$ cat src/rtl/ifetch_unit.sv
// Instruction fetch sequencer: reads imem at the current PC, queues {pc, inst} for decode,
// then hands the PC register its next value (sequential or redirect) and waits for pc_work.
//
// state | meaning
// ------+---------------------------------------------------------------
// IDLE  | held in reset or os==0; nothing requested
// REQ   | imem read of pc_out outstanding (suppressed while queue full)
// ADV   | pc_wr asserted with next_pc, waiting for the PC's pc_work pulse
module ifetch_unit #(
    parameter int QDEPTH = 2
) (
    input  logic        clk,
    input  logic        reset,
    input  logic        os,
    input  logic [29:0] pc_out,
    input  logic        pc_work,
    output logic [29:0] next_pc,
    output logic        pc_wr,
    input  logic        redirect_valid,
    input  logic [29:0] redirect_pc,
    output logic        imem_req,
    output logic [29:0] imem_addr,
    input  logic        imem_ack,
    input  logic [31:0] imem_rdata,
    output logic        inst_valid,
    output logic [31:0] inst,
    output logic [29:0] inst_pc,
    input  logic        inst_ready
);

    localparam int PW = (QDEPTH > 1) ? $clog2(QDEPTH) : 1;
    localparam int CW = PW + 1;
    localparam logic [CW-1:0] QFULL = CW'(QDEPTH);

    typedef enum logic [1:0] {
        S_IDLE = 2'd0,
        S_REQ  = 2'd1,
        S_ADV  = 2'd2
    } state_t;

    state_t        state;
    state_t        state_nxt;

    logic          redir_pend;
    logic [29:0]   redir_tgt;

    logic [31:0]   q_inst [QDEPTH];
    logic [29:0]   q_pc   [QDEPTH];
    logic [PW-1:0] wr_ptr;
    logic [PW-1:0] rd_ptr;
    logic [CW-1:0] count;

    logic          flush_all;
    logic          redir_take;
    logic          q_full;
    logic          push;
    logic          pop;
    logic          q_flush;

    assign flush_all  = reset | ~os;
    assign redir_take = redirect_valid & (state != S_IDLE);
    assign q_full     = (count == QFULL);
    // A same-cycle redirect discards the returning read.
    assign push       = (state == S_REQ) & ~q_full & imem_ack & ~redirect_valid;
    assign pop        = inst_valid & inst_ready;
    assign q_flush    = flush_all | redir_take;

    always_ff @(posedge clk) begin
        if (flush_all) begin
            state <= S_IDLE;
        end else begin
            state <= state_nxt;
        end
    end

    always_comb begin
        state_nxt = state;
        case (state)
            S_IDLE: state_nxt = S_REQ;
            S_REQ: begin
                if (redirect_valid) begin
                    state_nxt = S_ADV;
                end else if (!q_full && imem_ack) begin
                    state_nxt = S_ADV;
                end
            end
            S_ADV: begin
                // A redirect coinciding with pc_work means the PC took a stale value.
                if (redirect_valid) begin
                    state_nxt = S_ADV;
                end else if (pc_work) begin
                    state_nxt = S_REQ;
                end
            end
            default: state_nxt = S_IDLE;
        endcase
    end

    always_comb begin
        imem_req  = 1'b0;
        imem_addr = pc_out;
        pc_wr     = 1'b0;
        next_pc   = 30'd0;
        case (state)
            S_REQ: imem_req = ~q_full;
            S_ADV: begin
                pc_wr   = 1'b1;
                next_pc = redir_pend ? redir_tgt : (pc_out + 30'd1);
            end
            default: ;
        endcase
    end

    always_ff @(posedge clk) begin
        if (flush_all) begin
            redir_pend <= 1'b0;
            redir_tgt  <= 30'd0;
        end else if (redir_take) begin
            redir_pend <= 1'b1;
            redir_tgt  <= redirect_pc;
        end else if ((state == S_ADV) && pc_work) begin
            redir_pend <= 1'b0;
        end
    end

    always_ff @(posedge clk) begin
        if (q_flush) begin
            wr_ptr <= '0;
            rd_ptr <= '0;
            count  <= '0;
        end else begin
            if (push) begin
                wr_ptr <= wr_ptr + 1'b1;
            end
            if (pop) begin
                rd_ptr <= rd_ptr + 1'b1;
            end
            if (push && !pop) begin
                count <= count + 1'b1;
            end else if (pop && !push) begin
                count <= count - 1'b1;
            end
        end
    end

    always_ff @(posedge clk) begin
        if (push) begin
            q_inst[wr_ptr] <= imem_rdata;
            q_pc[wr_ptr]   <= pc_out;
        end
    end

    assign inst_valid = (count != '0);
    assign inst       = q_inst[rd_ptr];
    assign inst_pc    = q_pc[rd_ptr];

endmodule

$ cat config.mk
export PLATFORM = sky130hd
export DESIGN_NAME = ifetch_unit
export DESIGN_NICKNAME = d
export VERILOG_FILES = /design/src/rtl/ifetch_unit.sv
export SDC_FILE = /design/constraint.sdc
export NUM_CORES = 1
export LEC_CHECK = 0
export ABC_AREA = 1
export BUFFER_PORTS_ARGS = -buffer_cell sky130_fd_sc_hd__clkbuf_2
export CORE_ASPECT_RATIO = 0.5
export CORE_UTILIZATION = 45
export DETAILED_ROUTE_END_ITERATION = 10
export PLACE_DENSITY_LB_ADDON = 0.1
export SETUP_SLACK_MARGIN = 0.02
export SKIP_CTS_REPAIR_TIMING = 1
export SYNTH_ARGS = -nofsm -noshare
export SYNTH_HDL_FRONTEND = slang
export SYNTH_SLANG_ARGS = --single-unit
$ cat constraint.sdc
create_clock -name clk -period 5.3 [get_ports clk]
set_input_delay 0.795 -clock clk [delete_from_list [all_inputs] [get_ports clk]]
set_output_delay 0.795 -clock clk [all_outputs]
set_load 0.005 [all_outputs]
Word level (Yosys, flattened, before mapping)
Memory sizes are Yosys's and may differ from the RTL's. A register that Yosys moved wholly into a read port is not among the register bits.
Cells that the tools add are included.
Widths: inputs -> output; s select.

word-level totals
  register bits after elaboration = 37
  latch bits = 0
  memory bits (writable) = 124
  ROM bits = 0
  bits of input ports = 99
  output and inout port bits = 125
  logic and storage cells = 60
  memories kept = 2

cells by class
  add/subtract/negate cells = 5
  multipliers = 0
  div/mod/pow operators = 0
  magnitude comparators = 0
  equality and inequality tests = 5
  shift operators = 0
  multiplexer cells = 19
  bitwise logic cells = 10
  reductions and logical operators = 13

memory list
  name    depth  width  rd ports  clocked after Yosys merged registers in  wr ports  RTL line  source
  q_inst  2      32     1         1                                        1         47        logic [31:0] q_inst [QDEPTH];
  q_pc    2      30     1         1                                        1         48        logic [29:0] q_pc [QDEPTH];

operators by type and width
  kind                   count
  $mux 30                2
  $add 30x1->30 const B  1
  $mux 2                 6
  $mux 1                 10
  $reduce_bool 2->1      4
  $pmux 2 s3             1
  $and 1x1->1            5
  $eq 2x2->1 const B     2
  $logic_and 1x1->1      4
  $logic_not 1->1        3
  $ne 3x2->1 const B     1
  $ne 3x3->1 const B     1
  $not 1->1              3
  $add 1x1->1 const B    2
  $add 2x1->2 const B    1
  $eq 2x1->1 const B     1
  $logic_not 2->1        1
  $or 1x1->1             2
  $reduce_and 2->1       1
  $sub 2x1->2 const B    1

Longest topological paths before layout
  word-level depth = 9
  mapped depth = 10
  depth with buffers taken out = 10

Least setup slack after synthesis
No wires, ideal clock.

  path kind = in2reg
  from = in imem_ack
  to = mem q_inst[1][0], enable pin
  setup time = 0.484 ns
  arrival time = 3.847 ns
  data required time = 4.816 ns
  slack = 0.969 ns
  cell stages on the path = 4
  path buffers = 0
  cell sequence = o21ai_0 -> nor3_1 -> inv_1 -> nor2_1

between the ends
  word-level cells in the longest chain between the ends = 4

RTL lines
  element                       RTL line  source
  from (decl)                   23        input logic imem_ack,
  $and 1x1->1 (2 in a row)      64        assign push = (state == S_REQ) & ~q_full & imem_ack & ~redirect_valid;
  net push                      56        logic push;
  $mux 1                        147       if (push) begin
  $mux 1 (implied by the code)  148       q_inst[wr_ptr] <= imem_rdata;
  to (decl)                     47

The timed path passes the listed nets, and every way through them passes these cells.

Final worst setup path
  from = reg state[0]
  to = out next_pc[0]

between the ends
  word-level cells in the longest chain between the ends = 2

RTL lines
  element                 RTL line  source
  from (decl)             41        state_t state;
  from (signal assigned)  72        state <= state_nxt;
  $eq 2x2->1              104       case (state)
  $mux 30                 104
  to (decl)               17        output logic [29:0] next_pc,

Every way passes these cells.

==> impl_metrics.sql <==
INSERT INTO impl_metrics (metric_group, metric, value, unit) VALUES
('yosys', 'post_synthesis_adder_cell_area_fraction', '0.3346', '%'),
('placement', 'postPlaceCellArea', '8588', 'sq um'),
('routing', 'drc_violations_left', '0', ''),
('yosys', 'synth_xor_xnor_area_share', '1.054', '%'),
('cts', 'cts_max_path_buffers', '2', ''),
('pwr', 'p_leak', '3.988', 'nW'),
('routing', 'wirelength', '17860', 'um'),
('job', 'maxCapViolCount', '0', ''),
('cts', 'clock_tree_from_tritoncts', 'yes', ''),
('final_layout', 'syn2layout_area_growth', '22.23', '%'),
('final_layout', 'drive_above_1_share', '37.74', '%'),
('timing', 'timing_hold_violations_final', '0', ''),
('die', 'die_area', '17170', 'sq um'),
('timing', 'maxSlewViolCount', '0', ''),
('final_layout', 'finish.net_count', '1011', ''),
('worst_setup_path', 'setup.worst_path.end_class', 'primary output', ''),
('placement', 'io_buffer_count', '223', ''),
('worst_setup_path', 'critical_path.max_stage_delay', '0.58', 'ns'),
('worst_setup_path', 'critPathLaunchType', 'register', ''),
('yosys', 'main_combinational_cell_family_by_area_after_synthesis', 'simple AND/OR/NAND/NOR gates', ''),
('min_path', 'holdCritPathClass', 'reg -> reg', ''),
('pwr', 'report.power.total', '2.755', 'mW'),
('worst_setup_path', 'worst_path_cell_trace', 'inv_1, nand2_1, inv_1, o21ai_0, a21oi_1, clkbuf_2', ''),
('die', 'placeableCoreArea', '15820', 'sq um'),
('yosys', 'syn_nets', '818', ''),
('cts', 'cts.root.buffer_cell', 'sky130_fd_sc_hd__clkbuf_16', ''),
('yosys', 'number_of_warnings_printed_during_yosys_synthesis', '0', ''),
('placement', 'globalplace.congestion', '0.8200', ''),
('pwr', 'power-per-cell-area', '301.3', 'nW/um^2'),
('worst_setup_path', 'critPathTopFamily', 'buffers and inverters', ''),
('yosys', 'synthCells', '717', ''),
('routing', 'ant_nets_after_route', '0', ''),
('yosys', 'synthMuxAreaShare', '9.334', '%'),
('routing', 'avgViaCountPerCell', '4.892', ''),
('yosys', 'synth_simple_gate_area_share', '16.71', '%'),
('placement', 'dp_hpwl', '12350', 'um'),
('die', 'initial_core_util', '47.29', '%'),
('outcome', 'outcome', 'completed', ''),
('yosys', 'post_synth_num_cell_types', '30', ''),
('timing', 'clock_skew', '0.007646', 'ns'),
('yosys', 'syn-mean-instance-area', '10.43', 'sq um'),
('pwr', 'max-vdd-ir-drop', '0.0002181', 'V'),
('timing', 'fin_crit_sh', '60.96', '%'),
('worst_setup_path', 'worstPathMaxFanout', '23', ''),
('worst_setup_path', 'worst-endpoint-required', '4.51', 'ns'),
('routing', '1st_iter_drt_viols', '358', ''),
('global_route', 'number_of_antenna_violations_at_the_first_check_in_global_routing', '0', ''),
('final_layout', 'antennaDiodeCount', '0', ''),
('cts', 'h-tree-depth', '4', ''),
('die', 'die_w', '184.3', 'um'),
('yosys', 'mappedNetlistArea', '7480', 'sq um'),
('global_route', 'grt_first_pass_wirelength', '27330', 'um'),
('timing', 'fin_setup_tns', '0', 'ns'),
('timing', 'relSlewSlack', '28.97', '%'),
('yosys', 'synth-compound-area-share', '5.135', '%'),
('timing', 'max_clock_freq', '309.5', 'MHz'),
('yosys', 'postSynthRegisterBits', '162', ''),
('global_route', 'grt_remaining_overflow', '0', ''),
('timing', 'rsz_0062_raised_after_global_routing', 'false', ''),
('timing', 'timing_worst_slew_pin_value', '1.063', 'ns'),
('die', 'die_height', '93.17', 'um'),
('timing', 'final-setup-viol-count', '0', ''),
('routing', 'detail_route.wl_per_cell', '15.63', 'um'),
('cts', 'cts_made_buffers', '17', ''),
('timing', 'period_needed', '3.231', 'ns'),
('die', 'ioPinCount', '224', ''),
('cts', 'clk-insertion-delay-late', '0.42', 'ns'),
('final_layout', 'final_cell_area', '9143', 'sq um'),
('routing', 'num_vias', '5591', ''),
('routing', 'firstDrtPassIters', '5', ''),
('worst_setup_path', 'crit_slowest_cell', 'sky130_fd_sc_hd__inv_1', ''),
('worst_setup_path', 'critical_path_arrival', '2.44', 'ns'),
('global_route', 'first_global_vias', '5154', ''),
('yosys', 'ys_seq_area_share', '59.95', '%'),
('worst_setup_path', 'crit_path_buf_inv_count', '3', ''),
('cts', 'clk_pin_slew', '0.07', 'ns'),
('cts', 'numClockSinks', '162', ''),
('global_route', 'grt_start_max_net_pins', '61', ''),
('die', 'num_rows', '32', ''),
('worst_setup_path', 'worst_path_most_repeated_cell', 'sky130_fd_sc_hd__inv_1', ''),
('global_route', 'grt_usage', '21.28', '%'),
('worst_setup_path', 'critical_path_class', 'reg -> out', '');
Yosys cell counts, drive strengths merged:
cell	n	area, sq um
nor3	5	25.02
buf	43	296.5
o21ai	54	270.3
nor2	149	604.3
a21oi	19	98.85
nand4	1	6.260
o211ai	2	15.01
and2	2	12.51
nand2	101	399.1
mux2	62	698.2
dfxtp	38	760.7
ha	2	25.02
clkbuf	12	48.80
inv	57	214.0
edfxtp	124	3724
or2	6	37.53
xor2	6	52.55
nand3	31	165.2
xnor2	3	26.28
cell type report:
class                           count  area, sq um
Multi-Input combinational cell    443         2451
Timing Repair Buffer              229         1161
Tap cell                          221        276.5
Clock inverter                     14        128.9
Inverter                           57        214.0
Fill cell                        1411         6673
Sequential cell                   162         4486
Clock buffer                       17        425.4
metrics by stage:
stage | utilization (%) | hold slack, ns | instances | setup slack [ns]
finish | 57.81 | 0.4799 | 1143 | 2.069
global route | 57.81 | 0.5214 | 1143 | 1.753
CTS | 57.81 | 0.4830 | 1143 | 2.025
detailed placement | 54.30 | 0.4805 | 1112 | 2.049
global placement | 54.30 | 0.4695 | 1112 | 2.108
floorplan | - | 0.4607 | 717 | 0.9691
tightest hold or removal path: cells and delay by family (launching register included):
| kind | cells | cell delay (ns) |
|---|---|---|
| AND/OR/NAND/NOR | 1 | 0.07 |
| flip-flops | 1 | 0.31 |
| AO/OA/AOI/OAI | 1 | 0.06 |
where the power goes:
part / internal (mW) / leakage, nW / switching [mW]
Clock: 0.650 / 0.262 / 0.526
Combinational: 0.0736 / 2.30 / 0.117
Sequential: 1.38 / 1.43 / 0.00646
sequential cells by signal, summed over array words and instances, names as in the netlist, named ones only:
register and count:
count 2, rd_ptr 1, redir_pend 1, wr_ptr 1, redir_tgt 30, q_pc 60
q_inst 64, state 2
cell families after synthesis:
kind of cell | Yosys count
multiplexers | 62
buffers and inverters | 112
XOR/XNOR | 9
AO/OA/AOI/OAI | 75
flip-flops | 162
AND/OR/NAND/NOR | 295
adder cells (fa/ha/maj) | 2
final timing paths:
path | startpoint | endpoint | slack [ns] | depth (start not counted)
worst min register to register | rd_ptr | register | 0.48 | 2
worst max register to register | state[1] | q_inst[0][1] | 2.55 | 6
worst max-delay path | state[0] | next_pc[0] | 2.07 | 6
worst min-delay path | rd_ptr | register | 0.48 | 2
cells in the final DEF, fill, tap and decap left out, types with 18 or more instances in the layout:
cell,instances
sky130_fd_sc_hd__clkbuf_2,223
sky130_fd_sc_hd__nor2_1,135
sky130_fd_sc_hd__edfxtp_1,124
sky130_fd_sc_hd__nand2_1,95
sky130_fd_sc_hd__mux2_2,62
sky130_fd_sc_hd__inv_1,56
sky130_fd_sc_hd__o21ai_0,54
sky130_fd_sc_hd__dfxtp_1,37
sky130_fd_sc_hd__nand3_1,29
sky130_fd_sc_hd__a21oi_1,18
routing by layer:
layer | track usage (%) | wire (um)
met1 | 30.70 | 8975
met2 | 31.19 | 7540
met3 | 5.569 | 1207
met4 | 6.319 | 139
met5 | 0 | 0
(Power assumes the default switching activity.)
